<file path="src/rtl/button_bit_encoder.sv">
// Two bouncing push-buttons to single-cycle bit events (A enters 1, B enters 0).
// Latency: pulse on bit_valid DEBOUNCE_CYCLES+2 edges after the first edge that samples a stable new level.
// No back-pressure: one event per press/release; presses while another button is held are dropped.
module button_bit_encoder #(
  parameter int DEBOUNCE_CYCLES = 16,
  parameter int CNT_W           = 8
) (
  input  logic clk,
  input  logic rst_n,
  input  logic btn_a,
  input  logic btn_b,
  output logic bit_valid,
  output logic bit_value,
  output logic conflict,
  output logic busy
);

  localparam logic [0:0] ST_IDLE = 1'b0;
  localparam logic [0:0] ST_HELD = 1'b1;

  localparam logic [CNT_W-1:0] CNT_LAST = CNT_W'(DEBOUNCE_CYCLES - 1);
  localparam logic [CNT_W-1:0] CNT_ONE  = CNT_W'(1);

  // Per-button vectors: bit 1 is button A, bit 0 is button B.
  logic [1:0]       s1_q, s1_d;
  logic [1:0]       s2_q, s2_d;
  logic [1:0]       deb_q, deb_d;
  logic [1:0]       deb_dly_q, deb_dly_d;
  logic [CNT_W-1:0] cnt_q [2];
  logic [CNT_W-1:0] cnt_d [2];
  logic [1:0]       rise;

  logic [0:0] state_q, state_d;
  logic       bit_valid_q, bit_valid_d;
  logic       bit_value_q, bit_value_d;
  logic       conflict_q, conflict_d;
  logic       busy_q, busy_d;

  // Two-flop synchronizer and one-cycle delayed debounced level for edge detect.
  always_comb begin
    s1_d      = {btn_a, btn_b};
    s2_d      = s1_q;
    deb_dly_d = deb_q;
  end

  // Debounce: the synchronized level must differ from deb for DEBOUNCE_CYCLES
  // consecutive cycles; any cycle where it matches deb restarts the count.
  always_comb begin
    for (int i = 0; i < 2; i++) begin
      deb_d[i] = deb_q[i];
      cnt_d[i] = cnt_q[i];
      if (s2_q[i] == deb_q[i]) begin
        cnt_d[i] = '0;
      end else if (cnt_q[i] == CNT_LAST) begin
        deb_d[i] = s2_q[i];
        cnt_d[i] = '0;
      end else begin
        cnt_d[i] = cnt_q[i] + CNT_ONE;
      end
    end
  end

  assign rise = deb_q & ~deb_dly_q;

  // Press FSM: only a rise seen from IDLE produces an event; HELD waits for
  // both debounced levels low, so the release is also fully debounced.
  always_comb begin
    state_d     = state_q;
    bit_valid_d = 1'b0;
    conflict_d  = 1'b0;
    bit_value_d = bit_value_q;
    case (state_q)
      ST_IDLE: begin
        case (rise)
          2'b10: begin
            bit_valid_d = 1'b1;
            bit_value_d = 1'b1;
            state_d     = ST_HELD;
          end
          2'b01: begin
            bit_valid_d = 1'b1;
            bit_value_d = 1'b0;
            state_d     = ST_HELD;
          end
          2'b11: begin
            conflict_d = 1'b1;
            state_d    = ST_HELD;
          end
          default: state_d = ST_IDLE;
        endcase
      end
      ST_HELD: begin
        if (deb_q == 2'b00) state_d = ST_IDLE;
      end
      default: state_d = ST_IDLE;
    endcase
    busy_d = (state_d != ST_IDLE);
  end

  // All state, asynchronously cleared.
  always_ff @(posedge clk or negedge rst_n) begin
    if (!rst_n) begin
      s1_q        <= '0;
      s2_q        <= '0;
      deb_q       <= '0;
      deb_dly_q   <= '0;
      cnt_q[0]    <= '0;
      cnt_q[1]    <= '0;
      state_q     <= ST_IDLE;
      bit_valid_q <= 1'b0;
      bit_value_q <= 1'b0;
      conflict_q  <= 1'b0;
      busy_q      <= 1'b0;
    end else begin
      s1_q        <= s1_d;
      s2_q        <= s2_d;
      deb_q       <= deb_d;
      deb_dly_q   <= deb_dly_d;
      cnt_q[0]    <= cnt_d[0];
      cnt_q[1]    <= cnt_d[1];
      state_q     <= state_d;
      bit_valid_q <= bit_valid_d;
      bit_value_q <= bit_value_d;
      conflict_q  <= conflict_d;
      busy_q      <= busy_d;
    end
  end

  assign bit_valid = bit_valid_q;
  assign bit_value = bit_value_q;
  assign conflict  = conflict_q;
  assign busy      = busy_q;

endmodule
</file>
<file path="config.mk">
export PLATFORM = sky130hd
export DESIGN_NAME = button_bit_encoder
export DESIGN_NICKNAME = d
export VERILOG_FILES = /design/src/rtl/button_bit_encoder.sv
export SDC_FILE = /design/constraint.sdc
export NUM_CORES = 1
export LEC_CHECK = 0
export ABC_AREA = 1
export ABC_CLOCK_PERIOD_IN_PS = 1700
export BUFFER_PORTS_ARGS = -buffer_cell sky130_fd_sc_hd__buf_2
export CAP_MARGIN = 20
export CORE_MARGIN = 1
export CORE_UTILIZATION = 52
export CTS_CLUSTER_SIZE = 28
export DETAILED_ROUTE_END_ITERATION = 8
export PLACE_DENSITY = 0.69
export SKIP_LAST_GASP = 1
export SYNTH_ARGS = -nofsm -noshare
export SYNTH_HDL_FRONTEND = slang
export SYNTH_SLANG_ARGS = --single-unit
</file>
<file path="constraint.sdc">
create_clock -name clk -period 1.7 [get_ports clk]
set_clock_uncertainty 0.2 [all_clocks]
set_input_delay 0.425 -clock clk [delete_from_list [all_inputs] [get_ports clk]]
set_output_delay 0.425 -clock clk [all_outputs]
set_load 0.01 [all_outputs]
</file>
Word level (Yosys, flattened, before mapping)
Index checks and enable logic that the tools add are counted.
Widths: inputs -> output; s select.
{"block": "totals", "out_inout_bits": 4, "reg_bits": 28}
{"block": "classes", "mux": 12, "n_bitwise": 5, "n_eq_ne": 7, "n_reduce_logical": 7, "add_sub_neg": 2}
{"operator": "$mux 8", "count": 4}
{"operator": "$add 8x1->8 const B", "count": 2}
{"operator": "$eq 8x4->1 const B", "count": 2}
{"operator": "$mux 1", "count": 6}
{"operator": "$reduce_and 2->1", "count": 3}
{"operator": "$eq 2x2->1 const B", "count": 2}
{"operator": "$pmux 1 s2", "count": 2}
{"operator": "$not 1->1", "count": 3}
{"operator": "$reduce_or 3->1", "count": 1}
{"operator": "$and 2x2->2", "count": 1}
{"operator": "$eq 1x1->1", "count": 2}
{"operator": "$eq 2x1->1 const B", "count": 1}
{"operator": "$logic_not 2->1", "count": 1}
{"operator": "$not 2->2", "count": 1}
{"operator": "$reduce_bool 2->1", "count": 1}
{"operator": "$reduce_or 2->1", "count": 1}

Logic depth before layout (Yosys ltp)
{"block": "depth", "ltp_word": 6, "ltp_mapped": 8}

Worst setup path after synthesis
Ideal clock, no wire load.
{"block": "synth_path", "path_type": "register to register", "start": "reg deb_q[0], in the netlist deb_dly_d[0]", "end": "reg bit_value_q, in the netlist bit_value", "slack_ns": 0.040, "stages_incl_launch_ff": 9, "setup_ns": 0.126, "synth_period_minus_slack_ns": 1.660, "arrival_ns": 1.334, "cell_sequence": "dfrtp_1 > inv_1 > nor2_1 > inv_1 > ha_1 > inv_1 > or2_2 > nand2_1 > o21ai_0"}
{"block": "synth_via", "elab_chain_cells": 4}
{"element": "start, declared", "line_no": "27", "source": "logic [1:0] deb_q, deb_d;"}
{"element": "start signal, assigned", "line_no": "105", "source": "deb_q <= '0;"}
{"element": "start signal, assigned", "line_no": "117", "source": "deb_q <= deb_d;"}
{"element": "$and 2x2->2 (*)", "line_no": "63", "source": "assign rise = deb_q & ~deb_dly_q;"}
{"element": "$eq 2x1->1 or $eq 2x2->1 (tied branches)", "line_no": "74", "source": "case (rise)"}
{"element": "$reduce_bool 2->1 (no source line)"}
{"element": "$reduce_and 2->1 (no source line)"}
{"element": "end signal, assigned", "line_no": "123", "source": "bit_value_q <= bit_value_d;"}
{"element": "end, declared", "line_no": "35", "source": "logic bit_value_q, bit_value_d;"}
Mark *: on every way between the ends. The rest lies on a longest branch, timed or not.
A chain may end at the register's enable or synchronous reset.

Final worst setup path
{"block": "layout_path", "start": "reg deb_dly_q[1]", "end": "reg bit_value_q, in the netlist bit_value"}
{"block": "layout_via", "elab_chain_cells": 5}
{"element": "start, declared", "line_no": "28", "source": "logic [1:0] deb_dly_q, deb_dly_d;"}
{"element": "start signal, assigned", "line_no": "118", "source": "deb_dly_q <= deb_dly_d;"}
{"element": "$not 2->2 (*)", "line_no": "63"}
{"element": "$and 2x2->2 (*)", "line_no": "63"}
{"element": "$eq 2x1->1 or $eq 2x2->1 (tied branches)", "line_no": "74"}
{"element": "$reduce_bool 2->1 (no source line)"}
{"element": "$reduce_and 2->1 (no source line)"}
Marks and branches as above.

==> key figures <==
Detailed routing
  • First-pass DRT Iterations: 4
  • Remaining antenna violation count: 0
  • Routed via count: 902
  • WL final: 1905 um
  • Drt drc: 0
  • DR WL/cell: 10.03 um
  • Initial DRC count: 21
  • Vias per std cell: 4.747

STA
  • Period utilization: 94.66%
  • Max Fclk: 621.4 MHz
  • Period minus WS final: 1609 ps
  • Final setup TNS: 0 ps
  • Tightest Pin Transition: 357.8 ps
  • Final hold vios: 0
  • Slew Viols, Final: 0
  • WHS: 164.2 ps
  • Rel. slew slack: 76.03%
  • Setup Viol. Count Final: 0
  • Worst setup margin: 90.72 ps

Global route
  • Vias in the first global route: 871
  • Pin count of the biggest net entering global routing: 18
  • Grt ovf: 0
  • Global-route wire length before repair: 3601 um
  • Total track usage: 18.10%
  • Initial antenna violation count: 0

Pwr
  • Gate power share: 6.1%
  • Sw frac: 22.66%
  • P_int: 0.7936 mW
  • Worst vdd ir: 0.5358 mV
  • Power share of the clock group: 26.0%
  • Leakage Power: 0.7205 nW
  • Pwr/cell area: 709.4 nW/um2
  • Seq pwr share: 68.0%
  • Psw: 0.2325 mW
  • Total Power: 1.026 mW

Die
  • Die Wd: 51.40 um
  • Core box area: 2255 um2
  • IO Count: 8
  • Die ar.: 2641 um2
  • Die Y: 51.40 um
  • Cell row count: 17
  • Starting Density: 56.27%

Clocking
  • Skew-Pair Late Insertion Delay: 320 ps
  • Clock-pin slew on the worst setup and hold paths: 140 ps
  • Clk buf depth: 2
  • CTS tree: built
  • TritonCTS Buffers: 3
  • Clock sink count: 28
  • H-tree depth: 1
  • Clock root buffer: clkbuf_4

Critical path
  • Worst path required time: 1720 ps
  • CP dominant cell by count: inv_1
  • CP Class: flip-flop to flip-flop
  • Crit-path leading delay family: simple AND/OR/NAND/NOR gates
  • Max stage delay on crit path: 400 ps
  • Critical path arrival: 1630 ps
  • CP max-delay cell: dfrtp_1
  • Buf/Inv on CP: 2
  • Kind of start point of the critical path: flip-flop
  • Worst-path maximum fanout: 3
  • CP endpoint kind: flip-flop
  • Critical-path cell list: nor2_2, inv_1, ha_1, inv_1, or2_2, nand2_1, o21ai_0

Synthesis
  • Distinct cells, synth: 16
  • Synthesis-stage register bit count: 28
  • Syn Nets: 153
  • Average size of a mapped cell: 8.811 um2
  • Synth Cell Area: 1269 um2
  • Yosys warns: 0
  • Post-synthesis sequential area ratio: 55.23%
  • Cells after synthesis: 144

Finish
  • N_diodes: 0
  • Design area: 1446 um2
  • Layout Area Growth over Synthesis: 14.00%
  • Leading cell type in the layout, fill and taps excluded: nand2_1
  • Most frequent cells in the layout: nand2_1 (31), dfrtp_1 (28), nor2_1 (21)
  • Share of cells above drive strength 1: 19.75%
  • Layout net count: 173

Outcome
  • Outcome: finished clean

Placed design
  • # port buffers: 7
  • Dpl ws: 72.48 ps
  • Placed instance area: 1381 um2
  • DP HPWL: 1446 um
  • Placer Congestion: 0.8227

Hold path
  • Worst Hold Class: flip-flop to flip-flop

Run
  • Total of max-cap violations: 0
## cell usage after synthesis
cell type | count | area [um2]
nand2_1 | 31 | 116.4
dfrtp_1 | 28 | 700.7
nor2_1 | 23 | 86.33
inv_1 | 19 | 71.32
nand3_1 | 10 | 50.05
o21ai_0 | 7 | 35.03
ha_1 | 5 | 62.56
inv_2 | 4 | 15.01
nor2_2 | 4 | 25.02
a21oi_1 | 2 | 10.01
nand2_2 | 2 | 12.51
nor3_1 | 2 | 10.01
o21ai_2 | 2 | 17.52
xnor2_2 | 2 | 32.53
xor2_1 | 2 | 17.52
or2_2 | 1 | 6.260
## power by group through the flow
stage,Combinational [mW],Clock [mW],Sequential [mW]
finish,0.0623,0.266,0.697
global placement,0.0561,0,0.709
detailed placement,0.0588,0,0.710
floorplan,0.0287,0,0.708
global route,0.0723,0.295,0.701
CTS,0.0643,0.277,0.697
## flip-flops by register name, indices dropped and copies added, names as in the netlist
register and count:
s1_q 2, cnt_q 16, bit_value 1, busy 1
deb_dly_q 2, s2_q 2, deb_dly_d 2, bit_valid 1
conflict 1
## cells by family (layout without fill, tap and decap cells)
group	after synthesis	count (layout)	share of synthesized area, %
AND/OR/NAND/NOR	73	73	24.16
flip-flops	28	28	55.23
buffers and inverters	23	41	6.805
AO/OA/AOI/OAI	11	11	4.931
adder cells (fa/ha/maj)	5	5	4.931
XOR/XNOR	4	4	3.945
## cell type report
class / instances / area [um2]
fillers: 190 / 808.3
flip-flops and latches: 28 / 700.7
multi-input cells: 93 / 486.7
repair buffers: 15 / 115.1
inverters: 23 / 86.33
well taps: 28 / 35.03
clock buffers: 3 / 22.52
## layer usage
layer	up-vias	global-route usage [%]	routed length [um]
li1	476	-	-
met1	408	25.87	1031
met2	14	27.71	805
met3	4	3.571	46
met4	0	5.405	22
met5	-	0	0
## stage by stage
stage                     std cells  utilization, %
after CTS                       189           63.60
after global routing            190           64.15
after floorplan                 144               -
final                           190           64.15
after detailed placement        183           61.27
after global placement          183           61.27
## worst paths after layout
kind	from	cells past startpoint	slack, ps	endpoint
worst max-delay path	deb_dly_q[1]$_DFF_PN0_	7	90	bit_value$_DFFE_PN0P_
worst min-delay path	s1_q[0]$_DFF_PN0_	0	160	s2_q[0]$_DFF_PN0_
worst max register to register	deb_dly_q[1]$_DFF_PN0_	7	90	bit_value$_DFFE_PN0P_
worst min register to register	s1_q[0]$_DFF_PN0_	0	160	s2_q[0]$_DFF_PN0_
max in group asynchronous	rst_n	3	620	cnt_q[12]$_DFF_PN0_
min in group asynchronous	rst_n	2	300	cnt_q[15]$_DFF_PN0_
## timing repair
action	4_1_cts	5_1_grt
endpoints found under the hold margin	13	0
buffers inserted	0	1
hold buffers	3	0
setup endpoints to repair	0	1
resized for setup	0	2
## worst register-to-register path, stage by stage (launching register included)
cell     delay [ps]
dfrtp_1         400
nor2_2          120
inv_1            80
ha_1            280
inv_1            30
or2_2           280
nand2_1          60
o21ai_0          70
Power figures use the tool's default switching activity.
